### config.mk
export PLATFORM = sky130hd
export DESIGN_NAME = tnn_output_accumulator_flat
export DESIGN_NICKNAME = d
export VERILOG_FILES = /design/src/rtl/tnn_output_accumulator_if.sv /design/src/rtl/tnn_output_accumulator.sv /design/src/flat_wrapper.sv
export SDC_FILE = /design/constraint.sdc
export NUM_CORES = 1
export LEC_CHECK = 0
export ABC_AREA = 1
export CORE_UTILIZATION = 29
export CTS_BUF_LIST = sky130_fd_sc_hd__clkbuf_16
export DETAILED_ROUTE_END_ITERATION = 8
export PLACE_DENSITY = 0.6
export SLEW_MARGIN = 15
export SYNTH_ARGS = -nofsm -noshare
export SYNTH_HDL_FRONTEND = slang
export SYNTH_SLANG_ARGS = --single-unit
### constraint.sdc
create_clock -name clk -period 2.97 [get_ports clk]
set_input_delay 0.4455 -clock clk [delete_from_list [all_inputs] [get_ports clk]]
set_output_delay 0.4455 -clock clk [all_outputs]
set_load 0.01 [all_outputs]
### src/rtl/tnn_output_accumulator_if.sv
// -----------------------------------------------------------------------------
// tnn_output_accumulator_if
// Bundles the bit-serial hidden-neuron input stream and the per-sample result
// stream of tnn_output_accumulator.
//   in_valid/in_ready/in_bit/in_last : one hidden-neuron bit per beat
//   out_valid/out_ready              : result handshake
//   out_class/out_score0/out_score1  : winning class and signed class scores
//   out_err                          : sample length differed from NUM_HIDDEN
// master = stream producer/result consumer, slave = the accumulator.
// -----------------------------------------------------------------------------
interface tnn_output_accumulator_if #(
    parameter int NUM_HIDDEN = 10
);
    localparam int SW = $clog2(NUM_HIDDEN + 1) + 1;

    logic          in_valid;
    logic          in_ready;
    logic          in_bit;
    logic          in_last;
    logic          out_valid;
    logic          out_ready;
    logic          out_class;
    logic [SW-1:0] out_score0;
    logic [SW-1:0] out_score1;
    logic          out_err;

    modport master (
        output in_valid, in_bit, in_last, out_ready,
        input  in_ready, out_valid, out_class, out_score0, out_score1, out_err
    );

    modport slave (
        input  in_valid, in_bit, in_last, out_ready,
        output in_ready, out_valid, out_class, out_score0, out_score1, out_err
    );
endinterface

### src/rtl/tnn_output_accumulator.sv
// -----------------------------------------------------------------------------
// tnn_output_accumulator
// Accumulates ternary-weighted class scores over a bit-serial stream of
// hidden-neuron outputs and presents one registered result per sample.
// Ports:
//   clk   : rising-edge clock
//   rst_n : asynchronous active-low reset
//   bus   : tnn_output_accumulator_if.slave (input beats + result handshake)
// Two states: ACCUM takes beats, HOLD presents the result until out_ready.
// The HOLD cycle that sees out_ready is the single bubble before new input.
// -----------------------------------------------------------------------------

// Per-class score update for one beat: +1, -1 or 0 from the ternary weight
// selected by the beat index, applied only when the hidden bit is 1.
module tnn_class_lane #(
    parameter int                    NUM_HIDDEN = 10,
    parameter int                    SW         = 5,
    parameter int                    CW         = 4,
    parameter logic [NUM_HIDDEN-1:0] POS        = '0,
    parameter logic [NUM_HIDDEN-1:0] NEG        = '0
) (
    input  logic [CW-1:0] idx,
    input  logic          bit_i,
    input  logic [SW-1:0] acc_i,
    output logic [SW-1:0] acc_o
);
    always_comb begin
        acc_o = acc_i;
        if (bit_i) begin
            if (POS[idx] && !NEG[idx])
                acc_o = acc_i + SW'(1);
            else if (NEG[idx] && !POS[idx])
                acc_o = acc_i - SW'(1);
        end
    end
endmodule

module tnn_output_accumulator #(
    parameter int                    NUM_HIDDEN = 10,
    parameter logic [NUM_HIDDEN-1:0] C0_POS     = '0,
    parameter logic [NUM_HIDDEN-1:0] C0_NEG     = '0,
    parameter logic [NUM_HIDDEN-1:0] C1_POS     = '0,
    parameter logic [NUM_HIDDEN-1:0] C1_NEG     = '0
) (
    input  logic                          clk,
    input  logic                          rst_n,
    tnn_output_accumulator_if.slave       bus
);
    localparam int SW       = $clog2(NUM_HIDDEN + 1) + 1;
    localparam int CW       = $clog2(NUM_HIDDEN);
    localparam int NUM_CLS  = 2;

    // Class-indexed weight tables so the lanes can be generated in a loop.
    localparam logic [NUM_CLS-1:0][NUM_HIDDEN-1:0] POS_TAB = {C1_POS, C0_POS};
    localparam logic [NUM_CLS-1:0][NUM_HIDDEN-1:0] NEG_TAB = {C1_NEG, C0_NEG};

    typedef enum logic {ACCUM = 1'b0, HOLD = 1'b1} state_t;

    state_t                       state_q, state_d;
    logic [CW-1:0]                cnt_q, cnt_d;
    logic [NUM_CLS-1:0][SW-1:0]   acc_q, acc_d, acc_nxt;
    logic [NUM_CLS-1:0][SW-1:0]   score_q, score_d;
    logic                         class_q, class_d;
    logic                         err_q, err_d;

    logic accept;
    logic at_end;
    logic close;

    for (genvar g = 0; g < NUM_CLS; g++) begin : g_lane
        tnn_class_lane #(
            .NUM_HIDDEN (NUM_HIDDEN),
            .SW         (SW),
            .CW         (CW),
            .POS        (POS_TAB[g]),
            .NEG        (NEG_TAB[g])
        ) u_lane (
            .idx   (cnt_q),
            .bit_i (bus.in_bit),
            .acc_i (acc_q[g]),
            .acc_o (acc_nxt[g])
        );
    end

    assign accept = bus.in_valid && (state_q == ACCUM);
    assign at_end = (cnt_q == CW'(NUM_HIDDEN - 1));
    // Closing on the index limit caps cnt, which also bounds the scores to
    // +/-NUM_HIDDEN so SW bits can never overflow.
    assign close  = accept && (bus.in_last || at_end);

    always_comb begin
        state_d = state_q;
        cnt_d   = cnt_q;
        acc_d   = acc_q;
        score_d = score_q;
        class_d = class_q;
        err_d   = err_q;
        case (state_q)
            ACCUM: begin
                if (close) begin
                    // Result includes the closing beat's contribution.
                    state_d = HOLD;
                    score_d = acc_nxt;
                    class_d = $signed(acc_nxt[1]) > $signed(acc_nxt[0]);
                    err_d   = !(bus.in_last && at_end);
                end else if (accept) begin
                    acc_d = acc_nxt;
                    cnt_d = cnt_q + CW'(1);
                end
            end
            HOLD: begin
                if (bus.out_ready) begin
                    state_d = ACCUM;
                    cnt_d   = '0;
                    acc_d   = '0;
                end
            end
            default: state_d = ACCUM;
        endcase
    end

    always_ff @(posedge clk or negedge rst_n) begin
        if (!rst_n) begin
            state_q <= ACCUM;
            cnt_q   <= '0;
            acc_q   <= '0;
            score_q <= '0;
            class_q <= 1'b0;
            err_q   <= 1'b0;
        end else begin
            state_q <= state_d;
            cnt_q   <= cnt_d;
            acc_q   <= acc_d;
            score_q <= score_d;
            class_q <= class_d;
            err_q   <= err_d;
        end
    end

    assign bus.in_ready   = (state_q == ACCUM);
    assign bus.out_valid  = (state_q == HOLD);
    assign bus.out_class  = class_q;
    assign bus.out_score0 = score_q[0];
    assign bus.out_score1 = score_q[1];
    assign bus.out_err    = err_q;
endmodule
### src/flat_wrapper.sv
// flat-port wrapper written by rule: the top's interface ports become plain ports
module tnn_output_accumulator_flat 
#(
    parameter int                    NUM_HIDDEN = 10,
    parameter logic [NUM_HIDDEN-1:0] C0_POS     = '0,
    parameter logic [NUM_HIDDEN-1:0] C0_NEG     = '0,
    parameter logic [NUM_HIDDEN-1:0] C1_POS     = '0,
    parameter logic [NUM_HIDDEN-1:0] C1_NEG     = '0
)
  (clk, rst_n, bus_in_valid, bus_in_bit, bus_in_last, bus_out_ready, bus_in_ready, bus_out_valid, bus_out_class, bus_out_score0, bus_out_score1, bus_out_err);
  tnn_output_accumulator_if #(.NUM_HIDDEN(NUM_HIDDEN)) bus_i ();
  input  logic clk;
  input  logic rst_n;
  input wire logic [$bits(bus_i.in_valid)-1:0] bus_in_valid;
  input wire logic [$bits(bus_i.in_bit)-1:0] bus_in_bit;
  input wire logic [$bits(bus_i.in_last)-1:0] bus_in_last;
  input wire logic [$bits(bus_i.out_ready)-1:0] bus_out_ready;
  output wire logic [$bits(bus_i.in_ready)-1:0] bus_in_ready;
  output wire logic [$bits(bus_i.out_valid)-1:0] bus_out_valid;
  output wire logic [$bits(bus_i.out_class)-1:0] bus_out_class;
  output wire logic [$bits(bus_i.out_score0)-1:0] bus_out_score0;
  output wire logic [$bits(bus_i.out_score1)-1:0] bus_out_score1;
  output wire logic [$bits(bus_i.out_err)-1:0] bus_out_err;
  assign bus_i.in_valid = bus_in_valid;
  assign bus_i.in_bit = bus_in_bit;
  assign bus_i.in_last = bus_in_last;
  assign bus_i.out_ready = bus_out_ready;
  assign bus_in_ready = bus_i.in_ready;
  assign bus_out_valid = bus_i.out_valid;
  assign bus_out_class = bus_i.out_class;
  assign bus_out_score0 = bus_i.out_score0;
  assign bus_out_score1 = bus_i.out_score1;
  assign bus_out_err = bus_i.out_err;
  tnn_output_accumulator #(.NUM_HIDDEN(NUM_HIDDEN), .C0_POS(C0_POS), .C0_NEG(C0_NEG), .C1_POS(C1_POS), .C1_NEG(C1_NEG)) u_core (.clk(clk), .rst_n(rst_n), .bus(bus_i));
endmodule
==> results of run 1 <==
-- worst max-delay path by stage --
stage	cells past startpoint	slack (ns)	end
2_1_floorplan	5	1.89	u_core.cnt_q[0]$_DFFE_PN0P_
3_3_place_gp	2	1.43	bus_in_ready
3_5_place_dp	2	1.45	bus_in_ready
4_1_cts	2	1.21	bus_in_ready
5_1_grt	2	1.17	bus_in_ready
6_report	2	1.22	bus_in_ready
-- synth_stat cells --
| cell | instances |
|---|---|
| buf_4 | 11 |
| dfrtp_1 | 6 |
| nand3_1 | 6 |
| inv_1 | 5 |
| o21ai_1 | 5 |
| nand2_1 | 4 |
| ha_1 | 2 |
| nand3_4 | 2 |
| o21ai_0 | 2 |
| a21oi_1 | 1 |
| conb_1 | 1 |
| inv_2 | 1 |
| nand2_2 | 1 |
| nand4_1 | 1 |
| nor2_1 | 1 |
| nor2_4 | 1 |
-- worst max-delay path, delay by kind of cell, from the launching register on --
family | cells | cell delay, ns
buffers and inverters | 2 | 0.65
DFF | 1 | 0.43
-- cell type report --
type	count	area (sq um)	share of cell area (%)
clock buffers	3	75.1	13.6
well taps	15	18.8	3.41
repair buffers	7	70.1	12.7
flip-flops and latches	6	150	27.3
inverters	6	22.5	4.09
multi-input cells	37	214	38.9
-- power by group through the flow --
stage | clock [mW] | sequential [mW] | combinational [mW]
global placement | 0 | 0.118 | 0.0694
floorplan | 0 | 0.116 | 0.0551
global route | 0.224 | 0.120 | 0.0797
CTS | 0.219 | 0.117 | 0.0715
detailed placement | 0 | 0.118 | 0.0709
finish | 0.214 | 0.117 | 0.0701
-- logic make-up (layout without fill, tap and decap cells) --
kind of cell             count (synthesis)  after routing
adder cells (fa/ha/maj)                  2              2
AND/OR/NAND/NOR                         16             16
buffers and inverters                   17             16
flip-flops                               6              6
other                                    1             11
AO/OA/AOI/OAI                            8              8
-- per-layer routing --
metal | wire, um | vias to the layer above | track usage [%]
li1 | - | 161 | -
met1 | 320 | 139 | 14.6
met2 | 312 | 12 | 14.7
met3 | 40 | 2 | 6.67
met4 | 14 | 0 | 7.50
met5 | 0 | - | 0
-- cells in the final DEF, fill, tap and decap left out --
master,instances
conb_1,11
clkdlybuf4s50_1,7
nand3_1,6
dfrtp_1,6
inv_1,5
o21ai_1,5
nand2_1,4
clkbuf_16,3
nand3_4,2
o21ai_0,2
ha_1,2
inv_2,1
nor2_4,1
nand2_2,1
nand4_1,1
nor2_1,1
a21oi_1,1
-- state kept, by name, indices dropped and copies added (netlist names) --
register and count:
u_core.bus.out_err 1, u_core.bus.out_valid 1, u_core.cnt_q 4
==> impl_metrics.yaml, run 1 <==
timing:
  whs_ns: 0.470
  setup_violations: 0
  min_period_ns: 1.75
  rsz0062_at_grt: "false"
  timing.setup.tns_ns: 0
  fmaxAchievable_ghz: 0.571
  fin_crit_sh_pct: 59.0
  hold_viol: 0
  skew_ns: 0.00118
  drv_slew: 0
  worst_slack_ns: 1.22
cells_and_area:
  nNetsFinal: 69
  final_cells: 74
  post-route-util_pct: 40.8
  fillers: 145
  areaGrowthSynthToFinish_pct: 27.5
  final_area_sq_um: 551
  drive_gt1_share_pct: 13.6
  diodes: 0
floorplan:
  placementRows: 13
  start_util_pct: 32.0
  core-area_sq_um: 1350
  fp.dieH_um: 40.6
  die-area_sq_um: 1650
  die_w_um: 40.6
  pin_count: 20
routing:
  wire_per_inst_um: 9.30
  drt-pass1-iter-count: 4
  drt_wl_total_um: 688
  drtIter0Drc: 6
  drc: 0
  via_per_inst: 4.24
  via_count: 314
  drtAntennaViolNets: 0
synthesis:
  seq_area_frac_synth_pct: 34.8
  synth_top_area_share_pct: 34.8
  synthMuxAreaShare_pct: 0
  yosys.area_share.simple_pct: 24.9
  synth_fa_ha_area_share_pct: 5.80
  yosysWarnings: 0
  netlist_area_sq_um: 432
  ys_types: 16
  synth-xor-area-share_pct: 0
  synth_area_leaders: "dfrtp_1, buf_4, nand3_4, nand3_1, ha_1"
  synth_top_family_by_area: "simple AND/OR/NAND/NOR gates"
  synth_seq_cells: 6
  synth_compound_area_share_pct: 9.28
  syn_inst: 50
  synth_top_area_cell: "dfrtp_1"
  syn_avg_cell_area_sq_um: 8.63
setup_path:
  slowest_stage: "clkdlybuf4s50_1"
  reg2reg_depth: 5
  crit_type: "register to primary output"
  critPathCaptureType: "primary output"
  setup.worst_path.start: "u_core.bus.out_valid$_DFF_PN0_"
  required_ns: 2.52
  critPathMaxStageDelay_ns: 0.54
  rrSetupSlack_ns: 1.80
  arrival_ns: 1.31
  startpoint_type: "register"
  r2r-start: "u_core.cnt_q[0]$_DFFE_PN0P_"
  crit_chain: "inv_1 > clkdlybuf4s50_1"
  r2r_end: "u_core.cnt_q[1]$_DFFE_PN0P_"
  crit_path_max_fanout: 5
clock_network:
  cts_tree: "yes"
  clock_path_buffers: 2
  h-tree-depth: 1
  numCtsBuffers: 3
  path_clk_slew_ns: 0.03
  root_buffer: "clkbuf_16"
  clock_latency_ns: 0.22
  clock_sink_count: 6
  ctsResizeCount: 0
  post-cts-setup-buffers: 0
  postCtsHoldBufs: 0
pwr:
  powerDensity_nw_per_um2: 729
  comb_power_share_pct: 17.5
  swShare_pct: 24.7
  p_clk_share_pct: 53.4
  p_int_uw: 302
  p_leak_nw: 0.255
  p_switching_uw: 99.1
  ir_worst_vdd_mv: 0.576
  p_seq_share_pct: 29.1
  power.total_uw: 401
global_route:
  grt_pass1_vias: 260
  grt_pass1_wl_mm: 1.12
  grt_max_degree: 9
  antenna_found_initial: 0
  grt.overflow.total: 0
  track_usage_pct: 11.6
flow_run:
  maxCapViolations: 0
place:
  place_inst: 71
  portBuffers: 7
  dp_slack_ns: 1.45
  place.gp.congestion: 0.657
  dp_hpwl_um: 527
  placed_area_sq_um: 475
run_status:
  outcome: "complete, no violations"
worst_hold_path:
  hold_path.class: "input pin to asynchronous set/reset pin"
No activity file was read; power rests on OpenSTA's default activity.
==> run 2: changes to the inputs <==
--- a/config.mk
+++ b/config.mk
@@ -9,7 +9,7 @@
 export CORE_UTILIZATION = 29
 export CTS_BUF_LIST = sky130_fd_sc_hd__clkbuf_16
 export DETAILED_ROUTE_END_ITERATION = 8
-export PLACE_DENSITY = 0.6
+export PLACE_DENSITY = 0.62
 export SLEW_MARGIN = 15
 export SYNTH_ARGS = -nofsm -noshare
 export SYNTH_HDL_FRONTEND = slang
==> constraint.sdc (replaced) <==
create_clock -name clk -period 1.5 [get_ports clk]
set_input_delay 0.225 -clock clk [delete_from_list [all_inputs] [get_ports clk]]
set_output_delay 0.225 -clock clk [all_outputs]
set_load 0.01 [all_outputs]
==> run 2 against run 1 <==
Net effect:
- clock skew barely moved
- worst setup slack got worse by 1.1 ns
- critical path depth fell by 1
- clock-buffer cell count did not move
- first-iteration DRC count fell by 50%
- hold slack got worse by 0.23 ns
- wire length fell by 0.44%
- register-to-register slack got worse by 1.5 ns
- core utilization did not move
- clock power rose by 100%
- largest cell class unchanged
==> impl_metrics.yaml, run 2 (synthesis gave the netlist of run 1 again) <==
cells_and_area:
  largest_reg_flops: 4
  layout_common_cells: "conb_1, nand3_1, clkdlybuf4s50_1"
  areaGrowthSynthToFinish_pct: 27.5
  regMostFlops: "u_core.cnt_q"
  nNetsFinal: 69
  drive_gt1_share_pct: 15.3
  diodes: 0
  layout_commonest_cell: "conb_1"
  post-route-util_pct: 40.8
setup_path:
  crit_type: "register to primary output"
  setup.worst_path.start: "u_core.bus.out_valid$_DFF_PN0_"
  critPathCaptureType: "primary output"
  critPathMaxStageDelay_ns: 0.55
  required_ns: 1.27
  startpoint_type: "register"
  cpLargestDelayFamily: "buffers and inverters"
  slowest_stage: "clkdlybuf4s50_1"
  path_buf_inv: 1
  crit_path_max_fanout: 5
  r2r-start: "u_core.cnt_q[0]$_DFFE_PN0P_"
  crit_chain: "clkdlybuf4s50_1"
  arrival_ns: 1.19
routing:
  wl_met2_um: 297
  drtAntennaViolNets: 0
  dr_wl_met3_um: 54
  top_layer: "met4"
  drt-pass1-iter-count: 2
  via_count: 317
  wire_per_inst_um: 9.26
  wl_met1_um: 300
  drtIter0Drc: 3
  drc: 0
  via_per_inst: 4.28
  drt_wl_total_um: 685
place:
  place.gp.congestion: 0.766
  dp_hpwl_um: 520
  portBuffers: 7
global_route:
  grt.overflow.total: 0
  antenna_found_initial: 0
  track_usage_pct: 11.5
  grt_pass1_vias: 256
  grt_pass1_wl_mm: 1.04
  grt_max_degree: 9
clock_network:
  h-tree-depth: 1
  root_buffer: "clkbuf_16"
  post-cts-setup-buffers: 0
  cts_tree: "yes"
  clock_latency_ns: 0.23
  clock_path_buffers: 2
  numCtsBuffers: 3
  postCtsHoldBufs: 0
  path_clk_slew_ns: 0.03
  clock_sink_count: 6
timing:
  fmaxAchievable_ghz: 0.708
  rsz0062_at_grt: "false"
  drv_slew: 0
  hold_viol: 0
  skew_ns: 0.00157
  setup_violations: 0
  timing.setup.tns_ns: 0
  fin_crit_sh_pct: 94.2
  min_period_ns: 1.41
floorplan:
  pin_count: 20
  die-area_sq_um: 1650
  start_util_pct: 32.0
  die_w_um: 40.6
  fp.dieH_um: 40.6
  placementRows: 13
  core-area_sq_um: 1350
pwr:
  ir_worst_vdd_mv: 0.772
  p_leak_nw: 0.253
  powerDensity_nw_per_um2: 1440
run_status:
  outcome: "complete, no violations"
worst_hold_path:
  hold_path.class: "input pin to asynchronous set/reset pin"
flow_run:
  maxCapViolations: 0
## run 2: final cells by class
class	instances	area, sq um
Sequential cell	6	151
Fill cell	134	800
Timing Repair Buffer	7	68.8
Clock buffer	3	75.1
Tap cell	15	18.8
Inverter	6	22.5
Multi-Input combinational cell	37	214
## run 2: metal layers
metal | global-route usage (%) | vias to the layer above
met5 | 0 | -
met4 | 15.0 | 0
met3 | 6.67 | 5
met2 | 14.7 | 13
met1 | 11.1 | 139
li1 | - | 160
## run 2: path summary, 6_finish.rpt
check                      slack, ns  cells past startpoint                        endpoint
min reg2reg                     0.52                      2  u_core.bus.out_err$_DFFE_PN0P_
max reg2reg                     0.33                      5     u_core.cnt_q[0]$_DFFE_PN0P_
max                             0.09                      1                   bus_out_valid
min                             0.24                      1     u_core.cnt_q[2]$_DFFE_PN0P_
max in group asynchronous       1.02                      1  u_core.bus.out_valid$_DFF_PN0_
min in group clk                0.52                      2  u_core.bus.out_err$_DFFE_PN0P_
## run 2: repair_timing
item                                   CTS  global route
resized for setup                        2             0
endpoints found under the hold margin    0             0
setup endpoints to repair                1             0
## run 2: through the flow
step	instance area, sq um	power, mW	hold slack [ns]	std cells	setup WS (ns)
2_1_floorplan	469	0.339	-0.0706	60	0.416
3_3_place_gp	475	0.368	0.479	71	0.181
3_5_place_dp	475	0.373	0.492	71	0.184
4_1_cts	551	0.807	0.254	74	0.0783
5_1_grt	551	0.848	0.270	74	0.0530
6_report	551	0.795	0.245	74	0.0872
## run 2: power breakdown
group | switching [mW] | total, mW | internal (mW)
combinational | 0.0739 | 0.136 | 0.0618
clock | 0.0858 | 0.427 | 0.342
sequential | 0.0388 | 0.232 | 0.193
